$ cat src/rtl/uart_rx.sv
// uart_rx: 8N1 receive-only UART with a two-flop input synchronizer, mid-bit
// sampling, and a single-entry holding register behind a valid/ready handshake.
// Framing errors and overruns are reported as one-cycle pulses.
module uart_rx #(
  parameter int unsigned CLK_HZ = 12000000,
  parameter int unsigned BAUD   = 115200
) (
  input  logic       clk,
  input  logic       rst,
  input  logic       rxd,
  output logic [7:0] data,
  output logic       valid,
  input  logic       ready,
  output logic       frame_err,
  output logic       overrun
);

  localparam int unsigned DIV = (CLK_HZ + BAUD / 2) / BAUD;
  localparam int unsigned CW  = $clog2(DIV);

  localparam logic [CW-1:0] CNT_HALF = CW'(DIV / 2 - 1);
  localparam logic [CW-1:0] CNT_FULL = CW'(DIV - 1);
  localparam logic [CW-1:0] CNT_ONE  = CW'(1);

  generate
    if (DIV < 4) begin : g_div_check
      $error("uart_rx: clocks per bit (DIV) must be at least 4");
    end
  endgenerate

  typedef enum logic [2:0] {
    S_IDLE,
    S_START,
    S_DATA,
    S_STOP,
    S_BREAK
  } state_t;

  logic          meta_q;
  logic          rxs_q;
  state_t        state_q, state_d;
  logic [CW-1:0] cnt_q, cnt_d;
  logic [2:0]    idx_q, idx_d;
  logic [7:0]    shift_q, shift_d;
  logic          done_q, done_d;
  logic          ferr_q, ferr_d;
  logic [7:0]    data_q, data_d;
  logic          valid_q, valid_d;
  logic          ovr_q, ovr_d;
  logic          tick;

  // Two-flop synchronizer; resets to idle-high so reset release is not a start bit.
  always_ff @(posedge clk or posedge rst) begin
    if (rst) begin
      meta_q <= 1'b1;
      rxs_q  <= 1'b1;
    end else begin
      meta_q <= rxd;
      rxs_q  <= meta_q;
    end
  end

  // Receiver state, bit timing counter, shift register and event pulses.
  always_ff @(posedge clk or posedge rst) begin
    if (rst) begin
      state_q <= S_IDLE;
      cnt_q   <= '0;
      idx_q   <= '0;
      shift_q <= '0;
      done_q  <= 1'b0;
      ferr_q  <= 1'b0;
    end else begin
      state_q <= state_d;
      cnt_q   <= cnt_d;
      idx_q   <= idx_d;
      shift_q <= shift_d;
      done_q  <= done_d;
      ferr_q  <= ferr_d;
    end
  end

  assign tick = (cnt_q == '0);

  // Next-state logic: count down to each mid-bit point and act on rxs there.
  always_comb begin
    state_d = state_q;
    cnt_d   = cnt_q;
    idx_d   = idx_q;
    shift_d = shift_q;
    done_d  = 1'b0;
    ferr_d  = 1'b0;
    unique case (state_q)
      S_IDLE: begin
        if (!rxs_q) begin
          state_d = S_START;
          cnt_d   = CNT_HALF;
        end
      end
      S_START: begin
        if (!tick) begin
          cnt_d = cnt_q - CNT_ONE;
        end else if (rxs_q) begin
          state_d = S_IDLE;
        end else begin
          state_d = S_DATA;
          cnt_d   = CNT_FULL;
          idx_d   = '0;
        end
      end
      S_DATA: begin
        if (!tick) begin
          cnt_d = cnt_q - CNT_ONE;
        end else begin
          shift_d = {rxs_q, shift_q[7:1]};
          cnt_d   = CNT_FULL;
          idx_d   = idx_q + 3'd1;
          if (idx_q == 3'd7) begin
            state_d = S_STOP;
          end
        end
      end
      S_STOP: begin
        if (!tick) begin
          cnt_d = cnt_q - CNT_ONE;
        end else if (rxs_q) begin
          state_d = S_IDLE;
          done_d  = 1'b1;
        end else begin
          state_d = S_BREAK;
          ferr_d  = 1'b1;
        end
      end
      S_BREAK: begin
        if (rxs_q) begin
          state_d = S_IDLE;
        end
      end
      default: state_d = S_IDLE;
    endcase
  end

  // Holding register and handshake state.
  always_ff @(posedge clk or posedge rst) begin
    if (rst) begin
      data_q  <= '0;
      valid_q <= 1'b0;
      ovr_q   <= 1'b0;
    end else begin
      data_q  <= data_d;
      valid_q <= valid_d;
      ovr_q   <= ovr_d;
    end
  end

  // A completed byte is accepted if the slot is empty or being drained this
  // cycle; otherwise it is dropped and flagged as an overrun.
  always_comb begin
    data_d  = data_q;
    valid_d = valid_q;
    ovr_d   = 1'b0;
    if (done_q) begin
      if (!valid_q || ready) begin
        data_d  = shift_q;
        valid_d = 1'b1;
      end else begin
        ovr_d = 1'b1;
      end
    end else if (valid_q && ready) begin
      valid_d = 1'b0;
    end
  end

  assign data      = data_q;
  assign valid     = valid_q;
  assign frame_err = ferr_q;
  assign overrun   = ovr_q;

endmodule

$ cat config.mk
export PLATFORM = sky130hd
export DESIGN_NAME = uart_rx
export DESIGN_NICKNAME = d
export VERILOG_FILES = /design/src/rtl/uart_rx.sv
export SDC_FILE = /design/constraint.sdc
export NUM_CORES = 1
export LEC_CHECK = 0
export ABC_AREA = 1
export CAP_MARGIN = 20
export CORE_UTILIZATION = 48
export DETAILED_ROUTE_END_ITERATION = 10
export GPL_ROUTABILITY_DRIVEN = 1
export PLACE_DENSITY_LB_ADDON = 0.12
export SLEW_MARGIN = 20
export SYNTH_ARGS = -nofsm -noshare
export SYNTH_HDL_FRONTEND = slang
export SYNTH_SLANG_ARGS = --single-unit
$ cat constraint.sdc
create_clock -name clk -period 1.56 [get_ports clk]
set_clock_uncertainty 0.2 [all_clocks]
set_input_delay 0.312 -clock clk [delete_from_list [all_inputs] [get_ports clk]]
set_output_delay 0.312 -clock clk [all_outputs]
set_load 0.005 [all_outputs]
After elaboration in Yosys (flattened, before gate mapping)
Cells that the tools add are included.
Storage, ports and cells
  register bits after elaboration: 35
  logic and storage cells: 72
  input bits: 4
Cells by class
  multiplexer cells: 30
  add/subtract/negate cells: 2
  equality and inequality tests: 15
  reduce and logical (&&, ||, !) cells: 14
Operators with widths (count)
  $mux 7: 5
  $mux 3: 10
  $pmux 7 s4: 1
  $ne 2x2->1 const B: 8
  $pmux 3 s5: 1
  $mux 1: 11
  $reduce_and 4->1: 2
  $logic_not 7->1: 1
  $sub 7x1->7 const B: 1
  $eq 3x2->1 const B: 2
  $eq 3x3->1 const B: 2
  $pmux 3 s2: 1
  $reduce_and 2->1: 3
  $reduce_and 6->1: 1
  $reduce_bool 2->1: 2
  $reduce_bool 4->1: 1
  $add 3x1->3 const B: 1
  $eq 3x1->1 const B: 1
  $logic_not 3->1: 1
  $ne 3x3->1 const B: 1
  $mux 2: 1
  $ne 2x1->1 const B: 1
  $logic_and 1x1->1: 1
  $logic_not 1->1: 1
  $logic_or 1x1->1: 1

Depth between registers and ports, before layout
  depth in word-level cells: 4
  gate-level depth with buffers: 9
  gate-level depth less buffers: 9

Least setup slack after synthesis
No wires, ideal clock.
  kind: register to register
  from: register cnt_q[0]
  to: register cnt_q[4]
  setup time: 0.117 ns
  cell stages (with the launch flop): 10
  period minus slack after synthesis: 1.590 ns
  arrival: 1.274 ns
  path buffers: 0
  setup slack: -0.030 ns
  cells stage by stage: dfrtp_1 -> inv_1 -> ha_1 -> nand2_1 -> nor2_4 -> nand2_1 -> nand2_2 -> inv_1 -> nor2_1 -> nor2_1
On the way
  cells in the longest elaborated chain, start to end: 3
Ends and longest elaborated chain
  start, declared: RTL line 42  | logic [CW-1:0] cnt_q, cnt_d;
  start signal, assigned: RTL line 74  | cnt_q <= cnt_d;
  $sub 7x1->7 / $logic_not 7->1 (equally long branches)
  $mux 7, or another cell as far along: RTL line 123  | if (!tick) begin
  $pmux 7 s4 / $reduce_and 4->1 (equally long branches)
Parallel ways exist; a longest one is shown, timed or not. The select of a mux whose other input is x is not followed.
A chain may end at the register's enable or synchronous reset.

Final worst setup path
  from: register cnt_q[0]
  to: register shift_q[0]
On the way
  cells in the longest elaborated chain, start to end: 2
Ends and longest elaborated chain
  $logic_not 7->1: RTL line 82  | assign tick = (cnt_q == '0);
  $reduce_and 2->1 (no line)
  end signal, assigned: RTL line 76  | shift_q <= shift_d;
  end, declared: RTL line 44  | logic [7:0] shift_q, shift_d;
Every way passes these cells.

==> metrics.md <==
| Metric | Value |
|---|---|
| Outcome | `complete, but fails checks` |
| Failing checks | `setup timing` |
| Starting Density | `0.5262` |
| Max Clk Rate | `0.6368 GHz` |
| Most common cell after layout, fill and taps aside | `nand2_1` |
| Final nets | `259` |
| Clk slew on worst S/H paths | `0.11 ns` |
| Final Setup Violations | `2` |
| Req. time, crit path | `1.60 ns` |
| I/O pins | `15` |
| CTS HTree Levels | `2` |
| Synth Area in Adders | `0.03017` |
| Gpl congestion | `0.8570` |
| Fin crit share | `1.007` |
| 1st-iter DRT viols | `59` |
| Die area | `3695 sq um` |
| Worst skew pair latency | `0.34 ns` |
| Seq pwr share | `0.520` |
| Slew Limit Fails | `0` |
| Synthesized flop and latch total | `35` |
| Post-DP HPWL | `2438 microns` |
| CP startpoint kind | `flop` |
| Filler instances | `244` |
| Combinational power share | `0.021` |
| TritonCTS Buffers | `5` |
| Die width | `60.79 microns` |
| Largest net degree at the start of global routing | `25` |
| Syn_nets | `202` |
| DR vias | `1455` |
| Cell-internal power | `1.423 mW` |
| Commonest register cell after synthesis | `dfrtp_1` |
| Num Clock Sinks | `35` |
| Total wire length | `3727 microns` |
| Ys async rst share | `1.000` |
| Sw frac | `0.1897` |
| Post-synth top area share | `0.4977` |
| Top cell type by total area after synthesis | `dfrtp_1` |
| Largest family of logic cells by synthesized area | `simple AND/OR/NAND/NOR gates` |
| RSZ-0062 raised after global routing | `true` |
| Longest Clk Path Bufs | `2` |
| Final WS setup | `-0.01029 ns` |
| Port bufs | `14` |
| Ant diodes | `0` |
| R2r setup slk | `-0.01 ns` |
| CTS tree | `built` |
| DP Worst Slack | `-0.08231 ns` |
| Global-route wire length before repair | `5699 microns` |
| Wire per inst | `12.59 microns` |
| Mapped Avg Cell Area | `8.552 sq um` |
| Total power | `1.756 mW` |
| Most frequent cells in the layout | `54 x nand2_1, 35 x buf_4, 31 x dfrtp_1` |
| Net Sw Power | `333.2 uW` |
| 1st-pass router iterations | `4` |
| Root buf cell | `clkbuf_4` |
| Core footprint | `3153 sq um` |
| Main area contributors after synthesis | `dfrtp_1 50%, nand2_1 14%, inv_1 6.1%, o21ai_2 5.3%, nand3_1 3.6%` |
| Grt ovf | `0` |
| Unique masters post-synth | `20` |
| Initial antenna violation count | `0` |
| Reg-to-Reg End | `shift_q[0]$_DFFE_PP0P_` |
| Post-Synth Simple-Gate Area | `0.2617` |
| Setup CP Type | `reg2reg` |
| Core Rows | `20` |
| Post-synth EDFFs | `0` |
| Pwr dens | `749.8 nW/um^2` |
| Synth Cell Area | `1659 sq um` |
| Synth Area in Compound Gates | `0.09653` |
| Max_slew headroom | `0.7367` |
| Synth-to-layout area growth | `41.18%` |
| Multiplexer share of the synthesized area | `0.006787` |
| Clk pwr share | `0.459` |
| Worst R2R Start | `cnt_q[0]$_DFFE_PP0P_` |
| Vias per inst | `4.916` |
| Sequential area share after synthesis | `0.5294` |
| Final hold violations | `0` |
| Leakage | `1.178 nW` |
| YS warnings | `0` |
| Gr usage total | `0.2142` |
| Minimum clock period | `1.570 ns` |
| Reg2reg path depth | `8` |
| Xor/xnor cell area share of the yosys netlist | `0.005279` |
| Die Y | `60.79 microns` |
| Arr. time, crit path | `1.61 ns` |
| DRC Markers | `0` |
| Worst vdd ir | `0.5696 mV` |
| Worst-Margin Slew | `0.3935 ns` |
| Critical Path End Type | `flop` |
| Synth Instances | `194` |
| Antenna violation net count after detailed routing | `0` |
| Max-cap violation count | `0` |
| Hold Slack | `0.06228 ns` |
| Final core occ | `0.7429` |
| HP Class | `in2async` |
| Vias in the first global route | `1398` |
| Layout cells sized above 1 | `0.3571` |
| Critical Path Fanout Max | `5` |
[flip-flops by register name, summed over array words and instances (netlist names)]
signal / cells
data: 8
shift_q: 8
cnt_q: 7
idx_q: 3
state_q: 3
done_q: 1
frame_err: 1
meta_q: 1
overrun: 1
rxs_q: 1
valid: 1
[per-stage QoR]
stage	instances	area, sq um	setup TNS [ns]
after global routing	296	2342	-1.018
after floorplan	194	1659	0
after CTS	288	2195	-0.004561
after detailed placement	270	1989	-1.163
final	296	2342	-0.01281
after global placement	270	1989	-0.4212
[synth_stat cells (2+ instances only)]
| cell type | n |
|---|---|
| dfrtp_1 | 33 |
| dfstp_2 | 2 |
| ha_1 | 4 |
| inv_1 | 27 |
| nand2_1 | 63 |
| nand2_2 | 2 |
| nand3_1 | 12 |
| nand4_1 | 2 |
| nor2_1 | 16 |
| nor2_2 | 2 |
| nor2_4 | 2 |
| o21ai_0 | 12 |
| o21ai_2 | 10 |
[cell families (layout without fill, tap and decap cells)]
logic type      count (synthesis)  after routing
flops                          35             35
mux                             1              1
simple gates                  100            103
xor+xnor                        1              1
buf+inv                        29             84
compound gates                 24             24
fa+ha+maj                       4              4
[how the worst max path moves through the flow]
stage	endpoint	slack [ns]	from
after global routing	shift_q[6]$_DFFE_PP0P_	-0.10	cnt_q[0]$_DFFE_PP0P_
after CTS	shift_q[1]$_DFFE_PP0P_	-0.004	cnt_q[0]$_DFFE_PP0P_
final	shift_q[0]$_DFFE_PP0P_	-0.01	cnt_q[0]$_DFFE_PP0P_
after floorplan	cnt_q[4]$_DFFE_PP0P_	0.01	cnt_q[0]$_DFFE_PP0P_
after detailed placement	shift_q[1]$_DFFE_PP0P_	-0.08	cnt_q[1]$_DFFE_PP0P_
after global placement	data[0]$_DFFE_PP0P_	-0.05	ready
[layout make-up]
class / count / area, sq um / share of cell area
clock inverters: 3 / 67.56 / 0.02885
repair buffers: 49 / 389.1 / 0.1661
flip-flops and latches: 35 / 880.8 / 0.3761
inverters: 27 / 101.3 / 0.04327
multi-input cells: 133 / 810.8 / 0.3462
well taps: 44 / 55.05 / 0.02350
clock buffers: 5 / 37.54 / 0.01603
[critical path, cell delays in order (launching register included)]
cell	delay, ns
dfrtp_1	0.40
inv_2	0.08
ha_4	0.13
nand2_2	0.07
nor2_4	0.16
buf_4	0.17
nand3_4	0.09
nand2_1	0.11
o21ai_2	0.06
[layer usage]
layer	vias to the layer above	wire [microns]	track usage
met5	-	0	0
met1	693	1488	0.2263
met3	10	104	0.05330
met4	0	66	0.07792
li1	726	-	-
met2	26	2068	0.4082
[power by group through the flow]
| stage | registers [mW] | clock network, mW | logic, mW |
|---|---|---|---|
| after detailed placement | 0.931 | 0 | 0.0369 |
| final | 0.914 | 0.806 | 0.0365 |
| after CTS | 0.914 | 0.826 | 0.0372 |
| after global routing | 0.914 | 0.853 | 0.0423 |
| after global placement | 0.931 | 0 | 0.0364 |
| after floorplan | 0.930 | 0 | 0.0175 |
[what timing repair did]
item,CTS,global route
hold endpoints to repair,0,0
cloned,1,2
pin swaps,2,6
gates resized for setup,21,26
buffers inserted,9,6
endpoints found under the setup margin,29,21
hold buffers,0,0
Power figures use the tool's default switching activity.
